[src/rtl/mul_sequencer_if.sv]
// Bundle between the EX stage and the multi-cycle multiply sequencer.
// master = pipeline side, slave = sequencer side.
interface mul_sequencer_if #(
    parameter int DATA_W = 64
);
    logic              start;
    logic              flush;
    logic [DATA_W-1:0] operand_a;
    logic [DATA_W-1:0] operand_b;
    logic              op_high;
    logic              stall;
    logic              busy;
    logic [DATA_W-1:0] result;
    logic              result_valid;

    modport master (
        output start, flush, operand_a, operand_b, op_high,
        input  stall, busy, result, result_valid
    );

    modport slave (
        input  start, flush, operand_a, operand_b, op_high,
        output stall, busy, result, result_valid
    );
endinterface

[src/rtl/mul_sequencer.sv]
// Multi-cycle shift-add MUL sequencer for EX; stalls the pipeline for N+1 cycles.
// Optional MUL_HIGH_EN: 2*DATA_W accumulator and signed MULH high-half result.
module mul_sequencer #(
    parameter int DATA_W  = 64,
    parameter int CHUNK_W = 16
) (
    input  logic           clk,
    input  logic           arst,
    mul_sequencer_if.slave bus
);
    localparam int N     = DATA_W / CHUNK_W;
    localparam int CNT_W = (N > 1) ? $clog2(N) : 1;
`ifdef MUL_HIGH_EN
    localparam int ACC_W = 2 * DATA_W;
`else
    localparam int ACC_W = DATA_W;
`endif

    typedef enum logic [1:0] {S_IDLE, S_RUN, S_DONE} state_t;

    state_t             r_state, w_next;
    logic [CNT_W-1:0]   r_cnt;
    logic [ACC_W-1:0]   r_acc;
    logic [ACC_W-1:0]   r_a_sh;
    logic [DATA_W-1:0]  r_b;
    logic [DATA_W-1:0]  r_result;

    logic               w_accept;
    logic               w_last;
    logic               w_stall;
    logic [ACC_W-1:0]   w_a_init;
    logic [DATA_W-1:0]  w_b_init;
    logic [ACC_W-1:0]   w_chunk;
    logic [ACC_W-1:0]   w_pp;
    logic [DATA_W-1:0]  w_res;

    assign w_accept = (r_state == S_IDLE) && bus.start && !bus.flush;
    assign w_last   = (r_cnt == CNT_W'(N - 1));

`ifdef MUL_HIGH_EN
    logic               r_high;
    logic               r_neg;
    logic               w_a_neg, w_b_neg;
    logic [DATA_W-1:0]  w_a_mag;
    logic [ACC_W-1:0]   w_prod;

    // MULH works on magnitudes; the sign is re-applied to the full product in DONE
    assign w_a_neg  = bus.op_high && bus.operand_a[DATA_W-1];
    assign w_b_neg  = bus.op_high && bus.operand_b[DATA_W-1];
    assign w_a_mag  = w_a_neg ? -bus.operand_a : bus.operand_a;
    assign w_b_init = w_b_neg ? -bus.operand_b : bus.operand_b;
    assign w_a_init = {{(ACC_W-DATA_W){1'b0}}, w_a_mag};
    assign w_prod   = (r_high && r_neg) ? -r_acc : r_acc;
    assign w_res    = r_high ? w_prod[ACC_W-1:DATA_W] : w_prod[DATA_W-1:0];
`else
    logic               w_unused_op_high;

    assign w_unused_op_high = bus.op_high;
    assign w_a_init         = bus.operand_a;
    assign w_b_init         = bus.operand_b;
    assign w_res            = r_acc;
`endif

    // Multiplicand is pre-shifted each cycle, so the chunk product lands at cnt*CHUNK_W
    assign w_chunk = ACC_W'(r_b[CHUNK_W-1:0]);
    assign w_pp    = r_a_sh * w_chunk;

    always_comb begin
        w_next  = r_state;
        w_stall = 1'b0;
        case (r_state)
            S_IDLE: begin
                if (w_accept) begin
                    w_next  = S_RUN;
                    w_stall = 1'b1;
                end
            end
            S_RUN: begin
                if (bus.flush) begin
                    w_next = S_IDLE;
                end else begin
                    w_stall = 1'b1;
                    if (w_last) w_next = S_DONE;
                end
            end
            S_DONE:  w_next = S_IDLE;
            default: w_next = S_IDLE;
        endcase
    end

    always_ff @(posedge clk or posedge arst) begin
        if (arst) begin
            r_state  <= S_IDLE;
            r_cnt    <= '0;
            r_acc    <= '0;
            r_a_sh   <= '0;
            r_b      <= '0;
            r_result <= '0;
`ifdef MUL_HIGH_EN
            r_high   <= 1'b0;
            r_neg    <= 1'b0;
`endif
        end else begin
            r_state <= w_next;
            case (r_state)
                S_IDLE: begin
                    if (w_accept) begin
                        r_a_sh <= w_a_init;
                        r_b    <= w_b_init;
                        r_acc  <= '0;
                        r_cnt  <= '0;
`ifdef MUL_HIGH_EN
                        r_high <= bus.op_high;
                        r_neg  <= w_a_neg ^ w_b_neg;
`endif
                    end
                end
                S_RUN: begin
                    r_acc  <= r_acc + w_pp;
                    r_cnt  <= r_cnt + 1'b1;
                    r_a_sh <= r_a_sh << CHUNK_W;
                    r_b    <= r_b >> CHUNK_W;
                end
                S_DONE:  r_result <= w_res;
                default: ;
            endcase
        end
    end

    assign bus.stall        = w_stall;
    assign bus.busy         = (r_state != S_IDLE);
    assign bus.result_valid = (r_state == S_DONE);
    assign bus.result       = (r_state == S_DONE) ? w_res : r_result;
endmodule
[src/flat_wrapper.sv]
// flat-port wrapper written by rule: the top's interface ports become plain ports
module mul_sequencer_flat 
#(
    parameter int DATA_W  = 64,
    parameter int CHUNK_W = 16
)
  (clk, arst, bus_start, bus_flush, bus_operand_a, bus_operand_b, bus_op_high, bus_stall, bus_busy, bus_result, bus_result_valid);
  mul_sequencer_if #(.DATA_W(DATA_W)) bus_i ();
  input  logic clk;
  input  logic arst;
  input wire logic [$bits(bus_i.start)-1:0] bus_start;
  input wire logic [$bits(bus_i.flush)-1:0] bus_flush;
  input wire logic [$bits(bus_i.operand_a)-1:0] bus_operand_a;
  input wire logic [$bits(bus_i.operand_b)-1:0] bus_operand_b;
  input wire logic [$bits(bus_i.op_high)-1:0] bus_op_high;
  output wire logic [$bits(bus_i.stall)-1:0] bus_stall;
  output wire logic [$bits(bus_i.busy)-1:0] bus_busy;
  output wire logic [$bits(bus_i.result)-1:0] bus_result;
  output wire logic [$bits(bus_i.result_valid)-1:0] bus_result_valid;
  assign bus_i.start = bus_start;
  assign bus_i.flush = bus_flush;
  assign bus_i.operand_a = bus_operand_a;
  assign bus_i.operand_b = bus_operand_b;
  assign bus_i.op_high = bus_op_high;
  assign bus_stall = bus_i.stall;
  assign bus_busy = bus_i.busy;
  assign bus_result = bus_i.result;
  assign bus_result_valid = bus_i.result_valid;
  mul_sequencer #(.DATA_W(DATA_W), .CHUNK_W(CHUNK_W)) u_core (.clk(clk), .arst(arst), .bus(bus_i));
endmodule
[config.mk]
export PLATFORM = sky130hd
export DESIGN_NAME = mul_sequencer_flat
export DESIGN_NICKNAME = d
export VERILOG_FILES = /design/src/rtl/mul_sequencer_if.sv /design/src/rtl/mul_sequencer.sv /design/src/flat_wrapper.sv
export SDC_FILE = /design/constraint.sdc
export NUM_CORES = 2
export LEC_CHECK = 0
export ABC_AREA = 1
export CAP_MARGIN = 20
export CORE_MARGIN = 4
export CORE_UTILIZATION = 40
export DETAILED_ROUTE_END_ITERATION = 10
export GPL_TIMING_DRIVEN = 0
export PLACE_DENSITY_LB_ADDON = 0.05
export SYNTH_ARGS = -nofsm -noshare
export SYNTH_HDL_FRONTEND = slang
export SYNTH_SLANG_ARGS = --single-unit
[constraint.sdc]
create_clock -name clk -period 25.3 [get_ports clk]
set_input_delay 5.06 -clock clk [delete_from_list [all_inputs] [get_ports clk]]
set_output_delay 5.06 -clock clk [all_outputs]
set_load 0.01 [all_outputs]
==> qor.yml <==
status: "completed"
yosysWarnings: 0
path_cells: "clkdlybuf4s50_1 -> inv_1 -> nand3_2 -> buf_2 -> buf_1 -> nand2_1 -> clkdlybuf4s50_1"
grt_pass1_vias: 37170
die_area_sq_mm: 0.1083
final_cell_mix: "1559 x inv_1, 1271 x nand2_1, 814 x fa_1"
arrival_ns: 7.15
htree_levels: 2
cts_made_buffers: 36
syn_nets: 6349
synthArstFlopShare_pct: 100.0
finalCriticalPeriod_ns: 12.21
start_util_pct: 40.42
path_clk_slew_ns: 0.07
post-cts-setup-buffer-count: 0
grt_setup_unrepaired: "no"
end_kind: "primary output"
crit_slowest_cell: "clkdlybuf4s50_1"
relSlewSlack_pct: 18.51
yosysSeqAreaShare_pct: 15.77
hold_viol: 0
postRouteWirelength_um: 172600
cts.repair.resized: 0
min_path_type: "reg2reg"
clock_latency_ns: 0.64
clock_path_buffers: 3
cts_tree: "yes"
fp-row-count: 117
synth_edf_count: 0
tightest_slew_ns: 1.222
die_h_um: 329.1
fp.dieW_um: 329.1
dp_hpwl_um: 144300
vias: 35380
final_antenna_net_count: 0
fin_hold_ws_ns: 0.4848
grt_pass1_wl_um: 252800
synth_area_sq_mm: 0.04125
synth.avg_cell_area_sq_um: 7.781
instances_no_fill: 6961
setup_tns_ns: 0
root_buffer: "clkbuf_16"
crit_required_ns: 20.24
firstDrtPassIters: 6
ys_ff_latch: 260
layout_commonest_cell: "inv_1"
final.period_utilization_pct: 48.25
grt_max_degree: 107
synth_cells: 5301
core_sq_mm: 0.1020
syn_to_final_growth_pct: 13.26
critPathKind: "in2out"
startpoint_type: "input port"
synth_ff_type: "dfrtp_1"
crit_top_cell: "clkdlybuf4s50_1"
synth.distinct_cells: 48
cts_sinks: 260
slowest_delay_ns: 0.50
place.gp.congestion: 0.9961
drive_above_1_share_pct: 3.668
track_usage_pct: 32.44
max_cap_violations: 0
crit_fanout: 10
drt_first_iter_violations: 2791
grt_overflow: 0
portBuffers: 198
wl_per_cell_um: 24.80
grt_antenna_before_repair: 12
max_freq_ghz: 0.08192
report.final.slew_viol_count: 0
fin_nets: 6610
setup_viol_count_final: 0
fin_skew_ns: 0.07250
via_per_inst: 5.083
holdBufCountCts: 0
io_pins: 200
drc: 0
placedCellCount: 6890
[worst paths after layout]
path,start,end,slack [ns],cells past startpoint
worst max-delay path,bus_flush,bus_stall,13.09,7
worst min-delay path,u_core.r_acc[39]$_DFFE_PP0P_,u_core.r_acc[39]$_DFFE_PP0P_,0.48,2
worst max register to register,u_core.r_b[7]$_DFFE_PP0P_,u_core.r_acc[40]$_DFFE_PP0P_,17.11,21
worst min register to register,u_core.r_acc[39]$_DFFE_PP0P_,u_core.r_acc[39]$_DFFE_PP0P_,0.48,2
max in group asynchronous,arst,u_core.r_result[30]$_DFF_PP0_,18.84,4
min in group asynchronous,arst,u_core.r_b[54]$_DFFE_PP0P_,4.86,2
[per-stage QoR]
| stage | util, % | cell area [sq um] | setup slack, ns |
|---|---|---|---|
| 2_1_floorplan | - | 41250 | 13.08 |
| 3_3_place_gp | 44.04 | 44940 | 8.522 |
| 3_5_place_dp | 44.51 | 45420 | 13.08 |
| 4_1_cts | 45.75 | 46680 | 13.08 |
| 5_1_grt | 45.77 | 46710 | 12.98 |
| 6_report | 45.78 | 46720 | 13.09 |
[flip-flops by register name, summed over array words and instances, names as in the netlist]
name	count
u_core.r_result	64
u_core.r_cnt	2
u_core.r_a_sh	64
u_core.r_acc	64
u_core.r_b	64
u_core.r_state	2
[critical path: cells and delay by family]
family,cells,cell delay (ns)
AND/OR/NAND/NOR,2,0.33
buffers and inverters,5,1.73
[routing by layer]
layer	wire [um]	up-vias	track usage, %
li1	-	15680	-
met1	71910	18110	43.95
met2	79970	1339	52.56
met3	13730	239	6.217
met4	6989	6	10.83
met5	40	-	0
[cell families after synthesis]
kind of cell               share of synthesized area [%]
adders and majority gates                          42.57
AOI/OAI and AO/OA                                  6.940
and+or+nand+nor                                    17.29
buffers and inverters                              17.17
xor gates and xnor gates                          0.2548
DFF                                                15.77
[synth_stat cells (5+ instances only)]
master | n | area (sq um)
inv_1 | 1560 | 5856
nand2_1 | 1271 | 4771
fa_1 | 814 | 16300
dfrtp_1 | 260 | 6506
clkbuf_1 | 238 | 893.4
o21ai_0 | 195 | 975.9
nor2_1 | 193 | 724.4
nand3_1 | 119 | 595.6
a21oi_1 | 113 | 565.5
nor3_1 | 107 | 535.5
ha_1 | 101 | 1264
a221oi_1 | 64 | 560.5
buf_2 | 35 | 175.2
a211oi_1 | 32 | 240.2
o21ai_1 | 25 | 125.1
inv_2 | 24 | 90.09
o22ai_1 | 19 | 118.9
buf_1 | 18 | 67.56
nand2_2 | 16 | 100.1
nor2_2 | 15 | 93.84
xnor2_1 | 8 | 70.07
nand4_1 | 7 | 43.79
o21bai_1 | 6 | 45.04
a21oi_2 | 5 | 43.79
nand3b_1 | 5 | 37.54
nor2_4 | 5 | 56.30
[area by class of cell]
cell class	count	area (sq um)
antenna	4	10.01
buffer	291	1141
clock buffer	52	1051
clock inverter	13	205.2
fill	10680	55320
inverter	1584	5953
multi-input combinational	3166	27660
sequential	260	6506
tap	1368	1712
timing repair buffer	223	2479
Power is not shown: default switching activity piles up to over one toggle a cycle in this logic, so the estimate is an artifact.
